File: config.mk
export PLATFORM = sky130hd
export DESIGN_NAME = cmd_exec
export DESIGN_NICKNAME = d
export VERILOG_FILES = /design/src/rtl/sync_pkg.sv /design/src/rtl/cmd_exec_lfm_accum.sv /design/src/rtl/cmd_exec.sv
export SDC_FILE = /design/constraint.sdc
export NUM_CORES = 1
export LEC_CHECK = 0
export ABC_AREA = 1
export CAP_MARGIN = 20
export CORE_ASPECT_RATIO = 1.2
export CORE_MARGIN = 2
export CORE_UTILIZATION = 35
export CTS_CLUSTER_DIAMETER = 80
export DETAILED_ROUTE_END_ITERATION = 10
export SLEW_MARGIN = 20
export SYNTH_ARGS = -nofsm -noshare
export SYNTH_HDL_FRONTEND = slang
export SYNTH_HIERARCHICAL = 1
export SYNTH_SLANG_ARGS = --single-unit
export TNS_END_PERCENT = 20
File: constraint.sdc
create_clock -name CLK -period 5.9 [get_ports CLK]
set_input_delay 0.885 -clock CLK [delete_from_list [all_inputs] [get_ports CLK]]
set_output_delay 0.885 -clock CLK [all_outputs]
set_load 0.02 [all_outputs]
File: src/rtl/sync_pkg.sv
// Shared types and constants for the command execution stage.
// The command struct mirrors the upstream field order, TIME_START first.
package sync_pkg;

  localparam int TW = 64;
  localparam int FW = 48;
  localparam int CW = 32;

  typedef enum logic [1:0] {
    IMP_CW       = 2'b00,
    IMP_LFM_UP   = 2'b01,
    IMP_LFM_DOWN = 2'b10,
    IMP_RSVD     = 2'b11
  } impulse_type_e;

  typedef enum logic [2:0] {
    ST_REQ   = 3'd0,
    ST_CHECK = 3'd1,
    ST_ARMED = 3'd2,
    ST_RUN   = 3'd3,
    ST_DONE  = 3'd4
  } exec_state_e;

  typedef struct packed {
    logic [TW-1:0] time_start;
    logic [FW-1:0] freq;
    logic [FW-1:0] freq_step;
    logic [CW-1:0] freq_rate;
    logic [15:0]   n_impulse;
    impulse_type_e type_impulse;
    logic [CW-1:0] interval_ti;
    logic [CW-1:0] interval_tp;
    logic [CW-1:0] tblank1;
    logic [CW-1:0] tblank2;
  } cmd_t;

  typedef struct packed {
    logic impulse;
    logic blank;
  } gates_t;

  // Region bounds widened by two bits so Tb1+Ti+Tb2 can never wrap.
  function automatic gates_t phase_gates(input logic [CW-1:0] p, input cmd_t c);
    logic [CW+1:0] ph, b1, e1, e2;
    ph = {2'b00, p};
    b1 = {2'b00, c.tblank1};
    e1 = b1 + {2'b00, c.interval_ti};
    e2 = e1 + {2'b00, c.tblank2};
    phase_gates.impulse = (ph >= b1) && (ph < e1);
    phase_gates.blank   = (ph < b1) || ((ph >= e1) && (ph < e2));
  endfunction

endpackage

File: src/rtl/cmd_exec_lfm_accum.sv
// DDS frequency register with a rate counter for stepped LFM ramps.
// load wins over run; every change of DDS_FREQ is flagged with a one-cycle VALID.
module lfm_accum
  import sync_pkg::*;
(
  input  logic          CLK,
  input  logic          rst_n,
  input  logic          load,
  input  logic          run,
  input  logic          dir,
  input  logic [FW-1:0] FREQ,
  input  logic [FW-1:0] FREQ_STEP,
  input  logic [CW-1:0] FREQ_RATE,
  output logic [FW-1:0] DDS_FREQ,
  output logic          DDS_FREQ_VALID
);

  logic [CW-1:0] rate_cnt;
  logic [CW-1:0] rate_last;

  // A zero rate behaves as one step per cycle.
  assign rate_last = (FREQ_RATE == '0) ? '0 : FREQ_RATE - CW'(1);

  always_ff @(posedge CLK or negedge rst_n) begin
    if (!rst_n) begin
      DDS_FREQ       <= '0;
      DDS_FREQ_VALID <= 1'b0;
      rate_cnt       <= '0;
    end else begin
      DDS_FREQ_VALID <= 1'b0;
      if (load) begin
        DDS_FREQ       <= FREQ;
        rate_cnt       <= '0;
        DDS_FREQ_VALID <= 1'b1;
      end else if (run) begin
        if (rate_cnt == rate_last) begin
          rate_cnt       <= '0;
          DDS_FREQ       <= dir ? (DDS_FREQ - FREQ_STEP) : (DDS_FREQ + FREQ_STEP);
          DDS_FREQ_VALID <= 1'b1;
        end else begin
          rate_cnt <= rate_cnt + CW'(1);
        end
      end
    end
  end

endmodule

File: src/rtl/cmd_exec.sv
// Execution stage: fetches a scheduled command, waits for its start time and
// plays out blanking/impulse gating periods while steering the DDS frequency.
module cmd_exec
  import sync_pkg::*;
(
  input  logic          CLK,
  input  logic          rst_n,
  input  logic [TW-1:0] TIME,
  input  logic          ABORT,
  input  logic          DATA_WR,
  input  logic [FW-1:0] FREQ,
  input  logic [FW-1:0] FREQ_STEP,
  input  logic [CW-1:0] FREQ_RATE,
  input  logic [TW-1:0] TIME_START,
  input  logic [15:0]   N_impulse,
  input  logic [1:0]    TYPE_impulse,
  input  logic [CW-1:0] Interval_Ti,
  input  logic [CW-1:0] Interval_Tp,
  input  logic [CW-1:0] Tblank1,
  input  logic [CW-1:0] Tblank2,
  output logic          REQ_COMM,
  output logic          IMPULSE,
  output logic          BLANK,
  output logic [FW-1:0] DDS_FREQ,
  output logic          DDS_FREQ_VALID,
  output logic          BUSY,
  output logic          CMD_DONE,
  output logic          CMD_LATE,
  output exec_state_e   dbg_state
);

  // Handshake: REQ_COMM is a level held high in REQ; DATA_WR is a one-cycle
  // strobe accepted only in REQ with ABORT low; acceptance drops REQ_COMM on
  // the same edge that captures the fields.

  exec_state_e   state, state_next;
  cmd_t          cmd;
  logic [CW-1:0] p, p_next, tp_last;
  logic [15:0]   n, n_next;
  logic          req_next, done_next, late_next, capture, enter;
  logic          wrap, last, lfm_type, load, run;
  gates_t        gates_next;

  assign tp_last  = (cmd.interval_tp == '0) ? '0 : cmd.interval_tp - CW'(1);
  assign wrap     = (p == tp_last);
  assign last     = (cmd.n_impulse == 16'd0) || (wrap && (n == cmd.n_impulse - 16'd1));
  assign lfm_type = (cmd.type_impulse == IMP_LFM_UP) || (cmd.type_impulse == IMP_LFM_DOWN);

  always_comb begin
    state_next = state;
    p_next     = p;
    n_next     = n;
    req_next   = 1'b0;
    done_next  = 1'b0;
    late_next  = 1'b0;
    capture    = 1'b0;
    enter      = 1'b0;
    if (ABORT) begin
      state_next = ST_REQ;
    end else begin
      case (state)
        ST_REQ: begin
          if (DATA_WR) begin
            capture    = 1'b1;
            state_next = ST_CHECK;
          end else begin
            req_next = 1'b1;
          end
        end
        ST_CHECK: begin
          if (cmd.time_start <= TIME) begin
            late_next  = 1'b1;
            state_next = ST_REQ;
          end else begin
            state_next = ST_ARMED;
          end
        end
        ST_ARMED: begin
          if (TIME >= cmd.time_start) begin
            state_next = ST_RUN;
            p_next     = '0;
            n_next     = '0;
            enter      = 1'b1;
          end
        end
        ST_RUN: begin
          if (last) begin
            state_next = ST_DONE;
            done_next  = 1'b1;
          end else begin
            enter  = 1'b1;
            p_next = wrap ? '0 : p + CW'(1);
            n_next = wrap ? n + 16'd1 : n;
          end
        end
        ST_DONE: state_next = ST_REQ;
        default: state_next = ST_REQ;
      endcase
    end
  end

  // Gates and DDS control are derived from the phase about to be displayed.
  always_comb begin
    gates_next = '0;
    load       = 1'b0;
    run        = 1'b0;
    if (enter && (cmd.n_impulse != 16'd0)) begin
      gates_next = phase_gates(p_next, cmd);
      load       = (p_next == cmd.tblank1);
      run        = lfm_type && gates_next.impulse && !load;
    end
  end

  always_ff @(posedge CLK or negedge rst_n) begin
    if (!rst_n) begin
      state    <= ST_REQ;
      cmd      <= '0;
      p        <= '0;
      n        <= '0;
      REQ_COMM <= 1'b0;
      IMPULSE  <= 1'b0;
      BLANK    <= 1'b0;
      CMD_DONE <= 1'b0;
      CMD_LATE <= 1'b0;
    end else begin
      state    <= state_next;
      p        <= p_next;
      n        <= n_next;
      REQ_COMM <= req_next;
      IMPULSE  <= gates_next.impulse;
      BLANK    <= gates_next.blank;
      CMD_DONE <= done_next;
      CMD_LATE <= late_next;
      if (capture) begin
        cmd.time_start   <= TIME_START;
        cmd.freq         <= FREQ;
        cmd.freq_step    <= FREQ_STEP;
        cmd.freq_rate    <= FREQ_RATE;
        cmd.n_impulse    <= N_impulse;
        cmd.type_impulse <= impulse_type_e'(TYPE_impulse);
        cmd.interval_ti  <= Interval_Ti;
        cmd.interval_tp  <= Interval_Tp;
        cmd.tblank1      <= Tblank1;
        cmd.tblank2      <= Tblank2;
      end
    end
  end

  assign BUSY      = (state == ST_ARMED) || (state == ST_RUN);
  assign dbg_state = state;

  lfm_accum u_lfm (
    .CLK            (CLK),
    .rst_n          (rst_n),
    .load           (load),
    .run            (run),
    .dir            (cmd.type_impulse == IMP_LFM_DOWN),
    .FREQ           (cmd.freq),
    .FREQ_STEP      (cmd.freq_step),
    .FREQ_RATE      (cmd.freq_rate),
    .DDS_FREQ       (DDS_FREQ),
    .DDS_FREQ_VALID (DDS_FREQ_VALID)
  );

endmodule

# == Word level (Yosys, flattened, before mapping) ==
# Cells that the tools add are included.
# word_totals
regBits,475
latchBits,0
ramBits,0
rom_bits,0
inputBits,406
out_inout_bits,58
wordCells,122
memories,0
# op_classes
add_sub_neg,10
n_mul,0
div_mod_pow,0
n_lt_le_gt_ge,7
n_eq_ne,15
shift,0
n_mux,46
bitwise,1
reduce_logical,22
# op_table
op,count
$mux 32,9
$mux 48,4
$eq 32x32->1,3
$add 32x1->32 const B,2
$ge 64x64->1,1
$le 64x64->1,1
$logic_not 32->1,2
$pmux 32 s2,1
$sub 32x1->32 const B,2
$add 48x48->48,1
$mux 16,3
$sub 48x48->48,1
$add 33x32->34,1
$lt 32x34->1,1
$add 32x32->33,1
$ge 32x33->1,1
$lt 32x33->1,1
$ge 32x32->1,1
$lt 32x32->1,1
$pmux 16 s2,1
$mux 1,20
$add 16x1->16 const B,1
$eq 16x16->1,1
$logic_not 16->1,1
other kinds (21),40

# == Longest topological paths before layout ==
# Gate-level depths: netlist of run 1.
# logic_depth
depth_word,15
depth_mapped,48
depth_no_buf,47

# == Modules after synthesis ==
# Netlist of run 1, hierarchy kept.
# by_module_without_submodules
module,n_inst,cells_each,area_each_um2,seq_area_each_um2
cmd_exec,1,2886,25070.3,9859.5
lfm_accum,1,1801,10520.1,2026.9

# == Worst setup path before layout of run 1 ==
# Ideal clock, no wire load.
# synth_path
path_type,in2reg
from,input TIME[63]
to,register u_lfm.rate_cnt[30]
setup_ns,0.120
arrival_ns,5.774
t_required_ns,5.780
slack_ns,0.006
cell_stages,34
n_path_buf,1
path_cell_list,ha_1 > nand2_1 > inv_1 > nand3_1 > nor3_1 > nor4b_1 > and3_1 > nand4_1 > nand3_1 > o21ai_1 > inv_1 > buf_1 > o22ai_1 > ha_1 > a21oi_1 > nor2_1 > o21ai_0 > o211ai_1 > a221oi_1 > nor2_1 > nor2_1 > nand4_1 > a21oi_1 > and3b_1 > nor2_1 > inv_2 > nand2_1 > nor3_1 > inv_1 > nor2_1 > nand2_1 > nor3_1 > xor2_1 > nor2_1
# synth_between
elab_chain_len,10
word_cells_on_any_way,19
classes_between,order compare (3); eq/ne (1); mux (9); reduce/logical (6)
# synth_lines
item,line,rtl
start: declaration,cmd_exec.sv:8,"input logic [TW-1:0] TIME,"
$ge 64x64->1 *,cmd_exec.sv:79,if (TIME >= cmd.time_start) begin
$mux 32 *,cmd_exec.sv:79,
$pmux 32 s2 *,cmd_exec.sv:61,case (state)
$mux 32 *,cmd_exec.sv:58,if (ABORT) begin
net p_next[2],cmd_exec.sv:38,"logic [CW-1:0] p, p_next, tp_last;"
$lt 32x33->1 or $ge 32x32->1 (tied branches),sync_pkg.sv:49,phase_gates.impulse = (ph >= b1) && (ph < e1);
$logic_and 1x1->1,sync_pkg.sv:49,
$logic_and 1x1->1,cmd_exec.sv:110,run = lfm_type && gates_next.impulse && !load;
$logic_and 1x1->1 *,cmd_exec.sv:110,
$mux 1 *,cmd_exec.sv:107,if (enter && (cmd.n_impulse != 16'd0)) begin
net run,cmd_exec.sv:41,"logic wrap, last, lfm_type, load, run;"
$reduce_bool 2->1 (no source line) *,--,
end signal: assignment,cmd_exec_lfm_accum.sv:41,rate_cnt <= rate_cnt + CW'(1);
end: declaration,cmd_exec_lfm_accum.sv:18,logic [CW-1:0] rate_cnt;
# Mark *: on every way through the listed nets, which the timed path passes. The rest lies on a longest branch.
# A chain may end at the register's enable or synchronous reset.

# == Final worst setup path of run 1 ==
# layout_path
from,register cmd[65] in the netlist's numbering
to,register u_lfm.rate_cnt[27]
# layout_between
elab_chain_len,14
word_cells_on_any_way,25
classes_between,add/sub (1); order compare (2); eq/ne (2); mux (11); reduce/logical (9)
# layout_lines
item,line,rtl
start: declaration,cmd_exec.sv:37,cmd_t cmd;
$sub 32x1->32 or $logic_not 32->1 (tied branches),cmd_exec.sv:44,assign tp_last = (cmd.interval_tp == '0) ? '0 : cmd.interval_tp - CW'(1);
$mux 32 *,cmd_exec.sv:44,
$eq 32x32->1 *,cmd_exec.sv:45,assign wrap = (p == tp_last);
$logic_and 1x1->1,cmd_exec.sv:46,assign last = (cmd.n_impulse == 16'd0) || (wrap && (n == cmd.n_impulse - 16'd1));
$logic_or 1x1->1,cmd_exec.sv:46,
$mux 32 *,cmd_exec.sv:87,if (last) begin
$pmux 32 s2 *,cmd_exec.sv:61,
$mux 32 *,cmd_exec.sv:58,
net p_next[31],cmd_exec.sv:38,
$lt 32x33->1 or $ge 32x32->1 (tied branches),sync_pkg.sv:49,
$logic_and 1x1->1,sync_pkg.sv:49,
$logic_and 1x1->1,cmd_exec.sv:110,
$logic_and 1x1->1 *,cmd_exec.sv:110,
$mux 1 *,cmd_exec.sv:107,
net run,cmd_exec.sv:41,
$reduce_bool 2->1 (no source line) *,--,
# Marks and branches as above.

==> flow_summary.toml, run 1 <==
[die]
dieArea_sq_um = 104000
initial_core_util_pct = 35.2
core-area_sq_um = 101000
ios = 464
rows = 128
die_w_microns = 295
die_h_microns = 353

[setup_path]
worst-r2r-cell-count = 43
required_ns = 6.46
cp_max_fo = 6
startpoint_type = "flop"
regToRegSetupSlack_ns = -0.21
reg2reg_from = "cmd[65]"
reg2reg_to = "u_lfm/rate_cnt[27]"
endpoint_kind = "flop"
crit_type = "reg2reg"
cp_slowest_cell = "or3_4"
crit_arrival_ns = 6.67
slowest_delay_ns = 0.41

[pwr]
total_power_w = 0.0305
p_leak_nw = 23.0
power.density_nw_per_um2 = 631
peakVddDrop_uv = 554

[clocking]
h-tree-depth = 2
cts.path.max_buffers = 3
clock_sinks = 475
clk_pin_slew_ns = 0.06
cts-root-buf = "clkbuf_16"
ctsHoldBuffers = 0
cts_tree = "done"
numCtsBuffers = 57
clk_latency_ns = 0.67

[timing]
rsz0062_at_grt = "true"
maxSlewViolCount = 0
fin_crit_sh_pct = 104
tightestPinTransition_ns = 0.910
setup_violations = 44
layout_min_cycle_time_ns = 6.11
holdWs_ns = 0.117
fmaxAchievable_mhz = 164
fin_ws_ns = -0.213
relSlewSlack_pct = 38.7
clock_skew_ns = 0.0439
finalHoldViolCount = 0

[synthesis]
async_flop_share_pct = 100
ys_types = 70
synth_edf_count = 0
synthCells = 4687
synth_flop_cell = "dfrtp_1"
postSynthAreaPerCell_sq_um = 7.59
ys_seq_area_share_pct = 33.4
netlist_area_sq_um = 35600
synth_top_area_share_pct = 33.4
synth_nets = 5375
synth-warning-count = 6
ys_ff_latch = 475
yosysTopAreaCell = "dfrtp_1"
synth_area_leaders = "dfrtp_1 (33%), ha_1 (9.8%), nand2_1 (8.8%)"

[detailed_routing]
post-route-drc-count = 0
avgRoutedWirePerCell_microns = 19.3
drt_iter0_markers = 1915
drtPass1Iterations = 7
finalWirelength_mm = 135
via_per_inst = 5.09
ant_nets = 0
num_vias = 35500

[outcome]
outcome = "complete, but fails checks"
violations = "negative setup slack"

[final_layout]
syn2layout_area_growth_pct = 35.5
drive_gt1_share_pct = 18.6
fillerInstances = 10100
final_area_sq_um = 48200
final_nets = 6242
stdcell_count = 6975
final_common_cell = "nand2_1"
final_cell_mix = "nand2_1 (812), nor2_1 (567), inv_1 (532), dfrtp_1 (475), clkdlybuf4s50_1 (462)"

[placed_design]
dp_slack_ns = -1.08
dp_hpwl_mm = 109
gp_congestion = 0.975
portBuffers = 463
place_area_sq_um = 44700
dpl.cell_count = 6815

[run]
maxCapViolations = 0

[hold_path]
hold_class = "in2async"

[grt]
grt_antenna_before_repair = 16
grt_pass1_wl_mm = 203
grt_max_degree = 135
grt_overflow = 0
grt.total_usage_pct = 25.2
first_global_vias = 35800
## layout make-up
cell class                      instances  area [sq um]  area share [%]
Antenna cell                            7          17.5          0.0363
Clock buffer                           68          1570            3.26
Clock inverter                         40           554            1.15
Inverter                              557          2100            4.36
Multi-Input combinational cell       3544         22000            45.6
Sequential cell                       475         11900            24.6
Tap cell                             1365          1710            3.54
Timing Repair Buffer                  919          8410            17.4
## routing by layer
metal / vias up / share of wire (%) / global-route usage (%)
met3: 264 / 4.9 / 3.73
met2: 968 / 49 / 44.8
met5: - / 0.033 / 0
met1: 16700 / 41 / 30.1
li1: 17500 / - / -
met4: 8 / 5.0 / 10.8
## synth_stat cells (4+ instances only)
cell type / count
nand2_2: 11
nor2_4: 10
nor2_1: 592
o21bai_1: 21
xnor2_1: 51
mux2_2: 207
nor3_1: 84
nor2_2: 14
a21oi_1: 388
a21o_1: 15
nand3_1: 342
o211ai_2: 5
a31oi_1: 23
ha_1: 279
nand3_2: 6
inv_1: 539
buf_1: 17
nand4_1: 131
o21ai_1: 16
a211oi_1: 12
o211ai_1: 11
xor2_1: 134
buf_6: 16
clkbuf_1: 71
nand2_4: 9
o21a_1: 14
buf_2: 4
o21ai_0: 188
o221ai_1: 8
and3_1: 5
nand3b_1: 11
inv_2: 15
o22ai_1: 10
or2_2: 15
nor4_1: 41
dfrtp_1: 475
nand2_1: 838
nor3b_1: 4
## worst max path at each step
| stage | start | end | slack (ns) | cells past startpoint |
|---|---|---|---|---|
| 6_report | cmd[65] | u_lfm/rate_cnt[27] | -0.21 | 43 |
| 5_1_grt | cmd[65] | u_lfm/rate_cnt[27] | -0.51 | 43 |
| 4_1_cts | cmd[64] | u_lfm/rate_cnt[27] | -0.26 | 43 |
| 3_5_place_dp | TIME[63] | u_lfm/DDS_FREQ[34] | -1.08 | 31 |
| 3_3_place_gp | TIME[63] | u_lfm/DDS_FREQ[44] | -0.96 | 31 |
| 2_1_floorplan | TIME[63] | u_lfm/rate_cnt[30] | 0.006 | 34 |
## through the flow
step / setup TNS [ns] / utilization, %
after floorplan: 0 / -
after global placement: -64.12 / 44.1
after detailed placement: -72.90 / 44.1
after CTS: -2.15 / 46.5
after global routing: -19.30 / 47.6
final: -3.00 / 47.7
## where the power goes
group          internal [W]  switching, W
logic               0.00899        0.0118
clock network       0.00243       0.00157
registers           0.00452       0.00117
total                0.0159        0.0145
## kinds of logic (layout without fill, tap and decap cells)
logic type | after synthesis | in the layout | share of synthesized area [%]
and+or+nand+nor | 2132 | 2133 | 26.6
AOI/OAI and AO/OA | 737 | 737 | 11.5
buffers and inverters | 669 | 1584 | 7.45
DFF | 475 | 475 | 33.4
adders and majority gates | 282 | 282 | 9.98
muxes | 207 | 207 | 6.55
xor gates and xnor gates | 185 | 185 | 4.55
other | 0 | 7 | 0
## sequential cells by signal, indices dropped and copies added, names as in the netlist
signal / flops
CMD_DONE: 1
u_lfm/rate_cnt: 32
dbg_state: 3
CMD_LATE: 1
cmd: 338
IMPULSE: 1
n: 16
BLANK: 1
p: 32
u_lfm/DDS_FREQ_VALID: 1
u_lfm/DDS_FREQ: 48
REQ_COMM: 1
## worst max-delay path, delay by kind of cell, from the launching register on
kind | cells | cell delay, ns
buf+inv | 10 | 1.10
compound gates | 4 | 0.67
xor+xnor | 1 | 0.14
flops | 1 | 0.39
fa+ha+maj | 2 | 0.36
simple gates | 26 | 3.34
## timing repair
item                       CTS  global route
pin swaps                   20            83
gates cloned                 1             5
setup buffers               11            31
setup endpoints to repair   82            82
resized for setup           51           196
Power figures use the tool's default switching activity.
==> run 2: changes to the inputs <==
- CTS_BUF_LIST: default -> sky130_fd_sc_hd__clkbuf_8
==> flow_summary.toml, run 2 (synthesis results as in run 1) <==
[die]
dieArea_sq_um = 104000
initial_core_util_pct = 35.2
ios = 464
die_w_microns = 295
core-area_sq_um = 101000
rows = 128
die_h_microns = 353

[detailed_routing]
ant_nets = 0
num_vias = 35700
post-route-drc-count = 0
finalWirelength_mm = 135
drt_iter0_markers = 1857
drtPass1Iterations = 5
via_per_inst = 5.08
avgRoutedWirePerCell_microns = 19.2

[grt]
grt_max_degree = 135
grt_antenna_before_repair = 13
grt.total_usage_pct = 25.4
first_global_vias = 36000
grt_overflow = 0
grt_pass1_wl_mm = 204

[timing]
rsz0062_at_grt = "true"
setup_violations = 9
clock_skew_ns = 0.0626
layout_min_cycle_time_ns = 6.00
fin_ws_ns = -0.105
relSlewSlack_pct = 39.3
tightestPinTransition_ns = 0.910
setup_tns_ns = -0.368
fmaxAchievable_mhz = 167
fin_crit_sh_pct = 102
finalHoldViolCount = 0
maxSlewViolCount = 0

[setup_path]
crit_arrival_ns = 6.61
endpoint_kind = "flop"
crit_buf_inv = 9
startpoint_type = "flop"
required_ns = 6.50
slowest_delay_ns = 0.41
crit_type = "reg2reg"
cp_max_fo = 6
cp_top_family = "simple AND/OR/NAND/NOR gates"
cp_slowest_cell = "or3_4"

[placed_design]
gp_congestion = 0.975
place_area_sq_um = 44700
portBuffers = 463
dp_hpwl_mm = 109

[clocking]
cts-root-buf = "clkbuf_8"
clk_pin_slew_ns = 0.06
h-tree-depth = 3
clock_sinks = 475
clk_latency_ns = 0.77
numCtsBuffers = 88
cts.path.max_buffers = 3
cts_tree = "done"

[pwr]
p_switching_w = 0.0145
power.density_nw_per_um2 = 625
cell_internal_pwr_w = 0.0154
swShare_pct = 48.5
clockPowerShare_pct = 11.7
p_leak_nw = 23.0
p_seq_share_pct = 19.0
power_frac_comb_pct = 69.4
peakVddDrop_uv = 477

[run]
maxCapViolations = 0

[final_layout]
final_area_sq_um = 47900
final_cell_mix = "nand2_1 (815), nor2_1 (564), inv_1 (551), dfrtp_1 (475), clkdlybuf4s50_1 (462)"
seqCellArea_sq_um = 11900
multi_input_area_sq_um = 21900
syn2layout_area_growth_pct = 34.7
largest_reg_flops = 338
drive_gt1_share_pct = 18.8
final_nets = 6275
fillerInstances = 10200
top_register = "cmd"
final_common_cell = "nand2_1"
reg_top3 = "cmd x338, u_lfm/DDS_FREQ x48"

[outcome]
outcome = "complete, but fails checks"
violations = "negative setup slack"

[hold_path]
hold_class = "reg2reg"
==> run 2: power by group through the flow <==
| stage | Clock [W] | Combinational, W | Sequential [W] |
|---|---|---|---|
| 6_report | 0.00349 | 0.0208 | 0.00569 |
| 4_1_cts | 0.00360 | 0.0201 | 0.00569 |
| 5_1_grt | 0.00373 | 0.0231 | 0.00585 |
| 3_5_place_dp | 0 | 0.0199 | 0.00573 |
| 2_1_floorplan | 0 | 0.0122 | 0.00529 |
| 3_3_place_gp | 0 | 0.0197 | 0.00571 |
==> run 2: path summary, 6_finish.rpt <==
| path | start | endpoint | slack, ns | cells past startpoint |
|---|---|---|---|---|
| setup / recovery | cmd[65] | u_lfm/rate_cnt[31] | -0.10 | 44 |
| hold / removal | cmd[259] | cmd[259] | 0.51 | 1 |
| setup reg to reg | cmd[65] | u_lfm/rate_cnt[31] | -0.10 | 44 |
| hold reg to reg | cmd[259] | cmd[259] | 0.51 | 1 |
| max in group asynchronous | rst_n | cmd[150] | 4.08 | 3 |
| min in group asynchronous | rst_n | u_lfm/DDS_FREQ[31] | 0.63 | 2 |
==> run 2: cell type report <==
class / instances / area share [%]
Clock buffer: 110 / 3.16
Inverter: 557 / 4.39
Clock inverter: 47 / 0.757
Timing Repair Buffer: 921 / 17.6
Tap cell: 1365 / 3.56
Antenna cell: 8 / 0.0418
Sequential cell: 475 / 24.8
Multi-Input combinational cell: 3544 / 45.7
==> run 2: repair_timing <==
action,CTS,global route
hold buffers,1,0
buffers inserted,6,34
endpoints found under the hold margin,17,0
pin swaps,17,81
cloned,1,6
gates resized for setup,52,181
endpoints found under the setup margin,82,82
==> run 2: stage by stage <==
step | util, % | cells | hold WS [ns] | setup WS, ns | power, W
2_1_floorplan | - | 4687 | 0.475 | 0.00606 | 0.0175
3_3_place_gp | 44.1 | 6815 | 0.492 | -0.958 | 0.0254
3_5_place_dp | 44.1 | 6815 | 0.495 | -1.08 | 0.0256
4_1_cts | 46.2 | 6980 | 0.510 | -0.208 | 0.0294
5_1_grt | 47.4 | 7022 | 0.524 | -0.384 | 0.0327
6_report | 47.4 | 7027 | 0.505 | -0.105 | 0.0299
==> run 2: metal layers <==
layer	GRT usage, %	wire, microns
met5	0	48
met4	11.9	6900
met3	4.17	7020
met2	44.7	66500
met1	29.9	54700
